File: config.mk
export PLATFORM = sky130hd
export DESIGN_NAME = frogger_game_ctrl
export DESIGN_NICKNAME = d
export VERILOG_FILES = /design/src/rtl/frogger_game_ctrl.sv
export SDC_FILE = /design/constraint.sdc
export NUM_CORES = 1
export LEC_CHECK = 0
export ABC_AREA = 1
export BUFFER_PORTS_ARGS = -buffer_cell sky130_fd_sc_hd__buf_4
export CAP_MARGIN = 25
export CELL_PAD_IN_SITES_DETAIL_PLACEMENT = 1
export CELL_PAD_IN_SITES_GLOBAL_PLACEMENT = 2
export CORE_MARGIN = 2
export CORE_UTILIZATION = 32
export CTS_BUF_LIST = sky130_fd_sc_hd__clkbuf_4
export DETAILED_ROUTE_END_ITERATION = 7
export PLACE_DENSITY_LB_ADDON = 0.1
export SLEW_MARGIN = 10
export SYNTH_ARGS = -nofsm -noshare
export SYNTH_HDL_FRONTEND = slang
export SYNTH_SLANG_ARGS = --single-unit
File: constraint.sdc
create_clock -name Clk -period 1.9 [get_ports Clk]
set_input_delay 0.19 -clock Clk [delete_from_list [all_inputs] [get_ports Clk]]
set_output_delay 0.19 -clock Clk [all_outputs]
set_load 0.005 [all_outputs]
File: src/rtl/frogger_game_ctrl.sv
// Frogger game-flow sequencer: lives, score, level, per-life timer, respawn
// pulses and motion freeze, all evaluated once per VGA frame.
// Optional feature: define FROGGER_HISCORE_EN to keep a best-score register.
//
//  state | meaning
//  IDLE  | waiting for Start, everything frozen
//  PLAY  | frog moving, collisions and timer evaluated per frame
//  DYING | frozen for DEATH_FRAMES after a death
//  WIN   | frozen for WIN_FRAMES after reaching the goal
//  OVER  | no lives left, Start returns to IDLE
module frogger_game_ctrl #(
  parameter int NUM_LIVES    = 3,
  parameter int DEATH_FRAMES = 60,
  parameter int WIN_FRAMES   = 30,
  parameter int TIME_FRAMES  = 1800,
  parameter int GOAL_Y       = 40,
  parameter int RIVER_TOP    = 80,
  parameter int RIVER_BOT    = 240,
  parameter int GOAL_POINTS  = 10,
  parameter int MAX_LEVEL    = 7
) (
  input  logic        Clk,
  input  logic        Reset,
  input  logic        frame_clk,
  input  logic        Start,
  input  logic [10:0] Frog_Y,
  input  logic [3:0]  Car_Collision,
  input  logic [3:0]  LPad_Collision,
  output logic        Frog_Reset,
  output logic        Freeze,
  output logic [2:0]  Game_State,
  output logic [1:0]  Death_Cause,
  output logic [2:0]  Lives,
  output logic [15:0] Score,
  output logic [2:0]  Level,
  output logic [11:0] Time_Left,
  output logic [15:0] Hi_Score
);

  typedef enum logic [2:0] {
    S_IDLE  = 3'd0,
    S_PLAY  = 3'd1,
    S_DYING = 3'd2,
    S_WIN   = 3'd3,
    S_OVER  = 3'd4
  } state_t;

  localparam logic [2:0]  LIVES_INIT  = 3'(NUM_LIVES);
  localparam logic [2:0]  LEVEL_MAX   = 3'(MAX_LEVEL);
  localparam logic [11:0] TIME_INIT   = 12'(TIME_FRAMES);
  localparam logic [11:0] DEATH_CNT   = 12'(DEATH_FRAMES);
  localparam logic [11:0] WIN_CNT     = 12'(WIN_FRAMES);
  localparam logic [10:0] GOAL_Y_C    = 11'(GOAL_Y);
  localparam logic [10:0] RIVER_TOP_C = 11'(RIVER_TOP);
  localparam logic [10:0] RIVER_BOT_C = 11'(RIVER_BOT);
  localparam logic [16:0] GOAL_PTS    = 17'(GOAL_POINTS);

  state_t      state;
  logic [2:0]  fsync;
  logic        tick;
  logic        start_q;
  logic        start_rise;
  logic [11:0] frz_cnt;
  logic        in_river;
  logic        at_goal;
  logic [1:0]  cause_now;
  logic [16:0] score_sum;
  logic [15:0] score_next;

  assign Game_State = state;
  assign start_rise = Start & ~start_q;
  assign in_river   = (Frog_Y >= RIVER_TOP_C) && (Frog_Y < RIVER_BOT_C);
  assign at_goal    = Frog_Y < GOAL_Y_C;
  assign score_sum  = {1'b0, Score} + GOAL_PTS;
  assign score_next = score_sum[16] ? 16'hFFFF : score_sum[15:0];

  // Death checks in priority order: car, drown, timeout.
  always_comb begin
    cause_now = 2'd0;
    if (|Car_Collision)                      cause_now = 2'd1;
    else if (in_river && ~|LPad_Collision)   cause_now = 2'd2;
    else if (Time_Left == 12'd0)             cause_now = 2'd3;
  end

  // Synchronise vsync, make a one-cycle frame tick, and edge-detect Start.
  always_ff @(posedge Clk or posedge Reset) begin
    if (Reset) begin
      fsync   <= 3'b000;
      tick    <= 1'b0;
      start_q <= 1'b0;
    end else begin
      fsync   <= {fsync[1:0], frame_clk};
      tick    <= fsync[1] & ~fsync[2];
      start_q <= Start;
    end
  end

`ifdef FROGGER_HISCORE_EN
  logic [15:0] hi_score_q;
  assign Hi_Score = hi_score_q;
`else
  assign Hi_Score = 16'h0000;
`endif

  // Game FSM with registered outputs; Freeze tracks every state change.
  always_ff @(posedge Clk or posedge Reset) begin
    if (Reset) begin
      state       <= S_IDLE;
      Freeze      <= 1'b1;
      Frog_Reset  <= 1'b0;
      Death_Cause <= 2'd0;
      Lives       <= 3'd0;
      Score       <= 16'd0;
      Level       <= 3'd0;
      Time_Left   <= 12'd0;
      frz_cnt     <= 12'd0;
`ifdef FROGGER_HISCORE_EN
      hi_score_q  <= 16'd0;
`endif
    end else begin
      Frog_Reset <= 1'b0;
      case (state)
        S_IDLE: begin
          if (start_rise) begin
            state       <= S_PLAY;
            Freeze      <= 1'b0;
            Frog_Reset  <= 1'b1;
            Lives       <= LIVES_INIT;
            Score       <= 16'd0;
            Level       <= 3'd0;
            Time_Left   <= TIME_INIT;
            Death_Cause <= 2'd0;
          end
        end
        S_PLAY: begin
          if (tick) begin
            if (cause_now != 2'd0) begin
              state       <= S_DYING;
              Freeze      <= 1'b1;
              Death_Cause <= cause_now;
              frz_cnt     <= DEATH_CNT;
              if (Lives != 3'd0) Lives <= Lives - 3'd1;
            end else if (at_goal) begin
              state   <= S_WIN;
              Freeze  <= 1'b1;
              Score   <= score_next;
              frz_cnt <= WIN_CNT;
              if (Level < LEVEL_MAX) Level <= Level + 3'd1;
            end else begin
              Time_Left <= Time_Left - 12'd1;
            end
          end
        end
        S_DYING, S_WIN: begin
          // Leave on the tick that would take the counter to zero, so the
          // freeze lasts exactly the loaded number of frames.
          if (tick) begin
            if (frz_cnt > 12'd1) begin
              frz_cnt <= frz_cnt - 12'd1;
            end else if (state == S_DYING && Lives == 3'd0) begin
              state   <= S_OVER;
              frz_cnt <= 12'd0;
`ifdef FROGGER_HISCORE_EN
              if (Score > hi_score_q) hi_score_q <= Score;
`endif
            end else begin
              state       <= S_PLAY;
              Freeze      <= 1'b0;
              Frog_Reset  <= 1'b1;
              Time_Left   <= TIME_INIT;
              Death_Cause <= 2'd0;
              frz_cnt     <= 12'd0;
            end
          end
        end
        S_OVER: begin
          if (start_rise) state <= S_IDLE;
        end
        default: begin
          state  <= S_IDLE;
          Freeze <= 1'b1;
        end
      endcase
    end
  end

endmodule

== Word-level counts from Yosys, hierarchy flattened ==
Cells that the tools add are included.
Cells by class
  magnitude comparators: 5
  muxes and demuxes: 62
  bitwise logic cells: 5
  add/sub/neg operators: 5
  reductions and logical operators: 23
  equality and inequality tests: 17
Operators by type and width (number)
  $mux W12: 12
  $mux W16: 5
  $mux W3: 16
  $pmux W12 S3: 1
  $pmux W16 S2: 1
  $ne A2 B2 Y1 const B: 12
  $pmux W12 S2: 1
  $sub A12 B1 Y12 const B: 2
  $mux W2: 9
  $add A16 B4 Y17 const B: 1
  $reduce_and A7 Y1: 2
  $gt A12 B1 Y1 const B: 1
  $logic_not A12 Y1: 1
  $pmux W3 S2: 2
  $pmux W3 S4: 1
  $reduce_and A6 Y1: 2
  $ge A11 B7 Y1 const B: 1
  $lt A11 B6 Y1 const B: 1
  $lt A11 B8 Y1 const B: 1
  $mux W1: 11
  $reduce_and A5 Y1: 2
  $reduce_and A8 Y1: 1
  $reduce_or A4 Y1: 2
  $eq A3 B2 Y1 const B: 2
  other kinds (18): 27
Storage, ports and cells
  input bits: 23
  bits in registers: 58

== Longest topological paths before layout ==
  word-level depth: 9
  gate-level depth with buffers: 13

== Worst setup path before layout ==
Ideal clock, no wire load.
  path type: reg2reg
  start point: register Time_Left[0]
  end point: register Time_Left[10]
  buffers on the path: 2
  cell stages (with the launch flop): 12
  clock period less this slack: 1.776 ns
  path slack: 0.124 ns
  data arrival time: 1.656 ns
  library setup time: 0.119 ns
  data required time: 1.781 ns
  path through: dfrtp_1 inv_1 ha_1 nand2_1 nor2_4 nand2_2 nand3_4 nand2_4 buf_6 nand2_4 buf_6 o21ai_2
Between the ends
  cells in the longest elaborated chain, start to end: 7
  elaborated cells between the ends (all ways): 12
  classes of those cells: add/sub (1); eq/ne (1); mux (7); reduce/logical (3)
Ends and longest elaborated chain
  start: declaration: RTL line 36  | output logic [11:0] Time_Left,
  start signal: assignment: RTL line 150  | Time_Left <= Time_Left - 12'd1;
  branches (longest 7 deep; another with $sub A12 B1 Y12)
Parallel ways; which one is timed is not known. The select of a mux whose other input is x is not followed.
A chain may end at the register's enable or synchronous reset.

== Worst setup path in the final report ==
  start point: register state[1] (netlist: Game_State[1])
  end point: register frz_cnt[1]
Between the ends
  cells in the longest elaborated chain, start to end: 4
  elaborated cells between the ends (all ways): 10
  classes of those cells: eq/ne (6); mux (1); reduce/logical (3)
Ends and longest elaborated chain
  start: declaration: RTL line 58  | state_t state;
  start signal: assignment: RTL line 108  | state <= S_IDLE;
  start signal: assignment: RTL line 125  | state <= S_PLAY;
  start signal: assignment: RTL line 138  | state <= S_DYING;
  $eq A3 B2 Y1: RTL line 122  | case (state)
  $reduce_or A2 Y1: RTL line 122
  $ne A2 B2 Y1 (no source line) / $reduce_bool A2 Y1 (equally long branches)
  $reduce_and A4 Y1 (no source line)
  end signal: assignment: RTL line 159  | frz_cnt <= frz_cnt - 12'd1;
  end: declaration: RTL line 63  | logic [11:0] frz_cnt;
Parallel ways exist; a longest one is shown, timed or not.

==> impl_metrics.toml <==
[critical_path]
critPathBufInv = 3
worstSetupEndpoint = "frz_cnt[1]"
end_kind = "register"
cp_common_cell = "inv_1"
reg2reg_depth = 9
timing.rr.start = "Game_State[1]"
ff2ff_setup_slack_ps = 140
worstPathArrival_ps = 2120
path_cells = "inv_1 > nand3_1 > buf_4 > nor2_2 > nand4_1 > nand2_2 > inv_1 > nand2_1 > o21ai_1"
rr_endpoint = "frz_cnt[1]"
slowest_stage = "dfrtp_2"
crit_start = "Game_State[1]"
crit_cells = 9
slowest_delay_ps = 460
worst_ep_required_time_ps = 2260
cp_max_fo = 7
crit_type = "reg2reg"
critical-path-top-delay-family = "simple AND/OR/NAND/NOR gates"
start_kind = "register"

[routing]
drc_errors = 0
drt_wl_total_um = 10780
top_layer = "met4"
antenna_left = 0
drt_first_pass_iters = 4
first_iter_violations = 120
met1Wirelength_um = 5015
routed-wl-met2_um = 5197
viasPerCell = 4.728
wl_per_cell_um = 13.91
num_vias = 3664
met3WireLength_um = 354

[placement]
preCtsSetupSlack_ps = 48.82
io_buffers = 60
dp_hpwl_um = 8045
finalWeightedCongestion = 0.8071

[sta]
hold_viol = 0
finalSetupViolations = 0
whs_ps = 141.1
setup_ws_ps = 135.3
fin_worst_skew_ps = 15.12
fin_crit_sh = 0.9288
fmax_mhz = 566.7
period_needed_ps = 1765
maxSlewViolCount = 0
rsz0062_at_grt = "yes"

[clock_network]
htreeDepth = 3
ctsRootBufferMaster = "clkbuf_4"
cts_made_buffers = 9
clk_latency_ps = 460
clock-sinks = 58
clockBufferDepth = 2
cts_tree = "built"
cts.clk_slew.worst_paths_ps = 110

[layout]
antenna_cells = 0
drive_above_1_share = 0.2675
syn_to_final_growth_pct = 27.65
utilization = 0.4145
nNetsFinal = 653

[floorplan]
die_y_um = 113.7
die_area_mm2 = 0.01293
fp.dieW_um = 113.7
num_rows = 40
io_pins = 80
core_mm2 = 0.01186
initial_utilization = 0.3247

[global_route]
grt_pass1_vias = 3910
track_usage = 0.1826
grt-ovfl-total = 0
grt_pass1_wl_um = 18650
grt_max_degree = 41
antenna_found_initial = 0

[hold_path]
hold_start = "Car_Collision[3]"
hold_path.class = "in2reg"

[power_and_ir_drop]
clkPwrFrac = 0.174
pwr-share-seq = 0.275
power.total_uw = 6940
comb_power_share = 0.551
power_density_mw_per_mm2 = 1412
switchingPower_uw = 3106
peakVddDrop_uv = 783.3
p_int_uw = 3834
swShare = 0.4475
p_leak_uw = 0.002458

[logic_synthesis]
synth.largest_area_cell = "dfrtp_1"
synth_top_flop_cell = "dfrtp_1"
ys_seq_area_frac = 0.3772
synth_edf_count = 0
syn_area_mm2 = 0.003851
syn_area_per_cell_um2 = 7.406
synth_top_area_share = 0.3704
synthDistinctLibCells = 38
syn_inst = 520
synth.yosys.warnings = 0
synth.area.top_cells = "dfrtp_1 37%, nand2_1 13%, nor2_1 5.6%"
yosys_register_bits = 58
async_reset_ff_frac = 1.000

[job]
maxCapViolCount = 0

[run_status]
run_status = "complete, no violations"
==> metrics by stage <==
step	area (µm²)	std cells	setup TNS, ps
final	4916	775	0
after global routing	4916	775	-18.44
after CTS	4843	771	0
after detailed placement	4633	752	0
after global placement	4633	752	0
after floorplan	3908	535	0
==> placed cells by master (no fill, tap or decap), types with 6 or more instances in the layout <==
cell and count:
nand2_1 132, buf_4 97, dfrtp_1 56, nor2_1 54, inv_1 51, nand3_1 33
o21ai_0 33, nand4_1 22, xor2_1 17, conb_1 16, o21ai_2 14, o21ai_1 10
clkbuf_4 10, nand2_2 8, ha_1 7, xnor2_1 6
==> cell usage after synthesis (3+ instances only) <==
master   number
nand2_4       3
o21ai_2      13
inv_1        54
dfrtp_1      57
buf_4        16
nor2_1       57
buf_2         6
ha_1          7
xor2_1       17
nand4_1      22
nand2_2       6
or2_2         5
xnor2_1       6
a21oi_1       5
nand3_1      33
o21ai_0      40
o21ai_1       4
nand2_1     134
nor2_4        3
nor3_1        6
inv_2         3
==> worst register-to-register path, stage by stage (launching register included) <==
cell and delay (ps):
dfrtp_2 460, inv_1 100, nand3_1 110, buf_4 190, nor2_2 140, nand4_1 220, nand2_2 180, inv_1 130
nand2_1 90, o21ai_1 60
==> cell families (layout without fill, tap and decap cells) <==
| family | after synthesis | in the layout | share of synthesized area |
|---|---|---|---|
| xor+xnor | 23 | 23 | 0.05231 |
| buf+inv | 83 | 176 | 0.1053 |
| flops | 58 | 58 | 0.3772 |
| compound gates | 67 | 67 | 0.1020 |
| simple gates | 280 | 280 | 0.3369 |
| mux | 1 | 1 | 0.002599 |
| other cells | 1 | 16 | 0.0009737 |
| fa+ha+maj | 7 | 7 | 0.02274 |
==> worst min-delay path by stage <==
stage | end | slack (ps) | cells after the start
6_report | Death_Cause[1] | 140 | 6
5_1_grt | Death_Cause[1] | 170 | 6
2_1_floorplan | fsync[0] | 220 | 0
3_5_place_dp | frz_cnt[4] | 240 | 2
3_3_place_gp | frz_cnt[4] | 240 | 2
4_1_cts | Death_Cause[1] | 110 | 6
==> flip-flops by register name, summed over array words and instances (netlist names), 2 cells and up <==
name and count:
Score 16, Time_Left 12, frz_cnt 12, Game_State 3
Level 3, Lives 3, fsync 3, Death_Cause 2
==> routing by layer <==
metal / up-vias / track usage
met2: 49 / 0.3014
li1: 1855 / -
met4: 0 / 0.07480
met1: 1743 / 0.2344
met3: 17 / 0.03719
met5: - / 0
==> power groups by stage <==
stage | logic [µW] | clock network, µW | registers (µW)
floorplan | 2460 | 0 | 1920
finish | 3830 | 1210 | 1910
detailed placement | 3740 | 0 | 1920
global placement | 3660 | 0 | 1920
CTS | 3770 | 1250 | 1900
global route | 4360 | 1300 | 1970
==> cell type report <==
cell class	count	area, µm²
repair buffers	103	800.8
flip-flops and latches	58	1454
clock buffers	10	75.07
inverters	57	217.7
multi-input cells	394	2079
clock inverters	6	105.1
well taps	147	183.9
fillers	1512	6945
==> timing repair <==
action,CTS,global route
setup endpoints to repair,0,45
hold endpoints to repair,19,0
buffers inserted,0,4
hold buffers,3,0
gates resized for setup,0,20
Note: power is estimated with default switching activity, not from simulation.
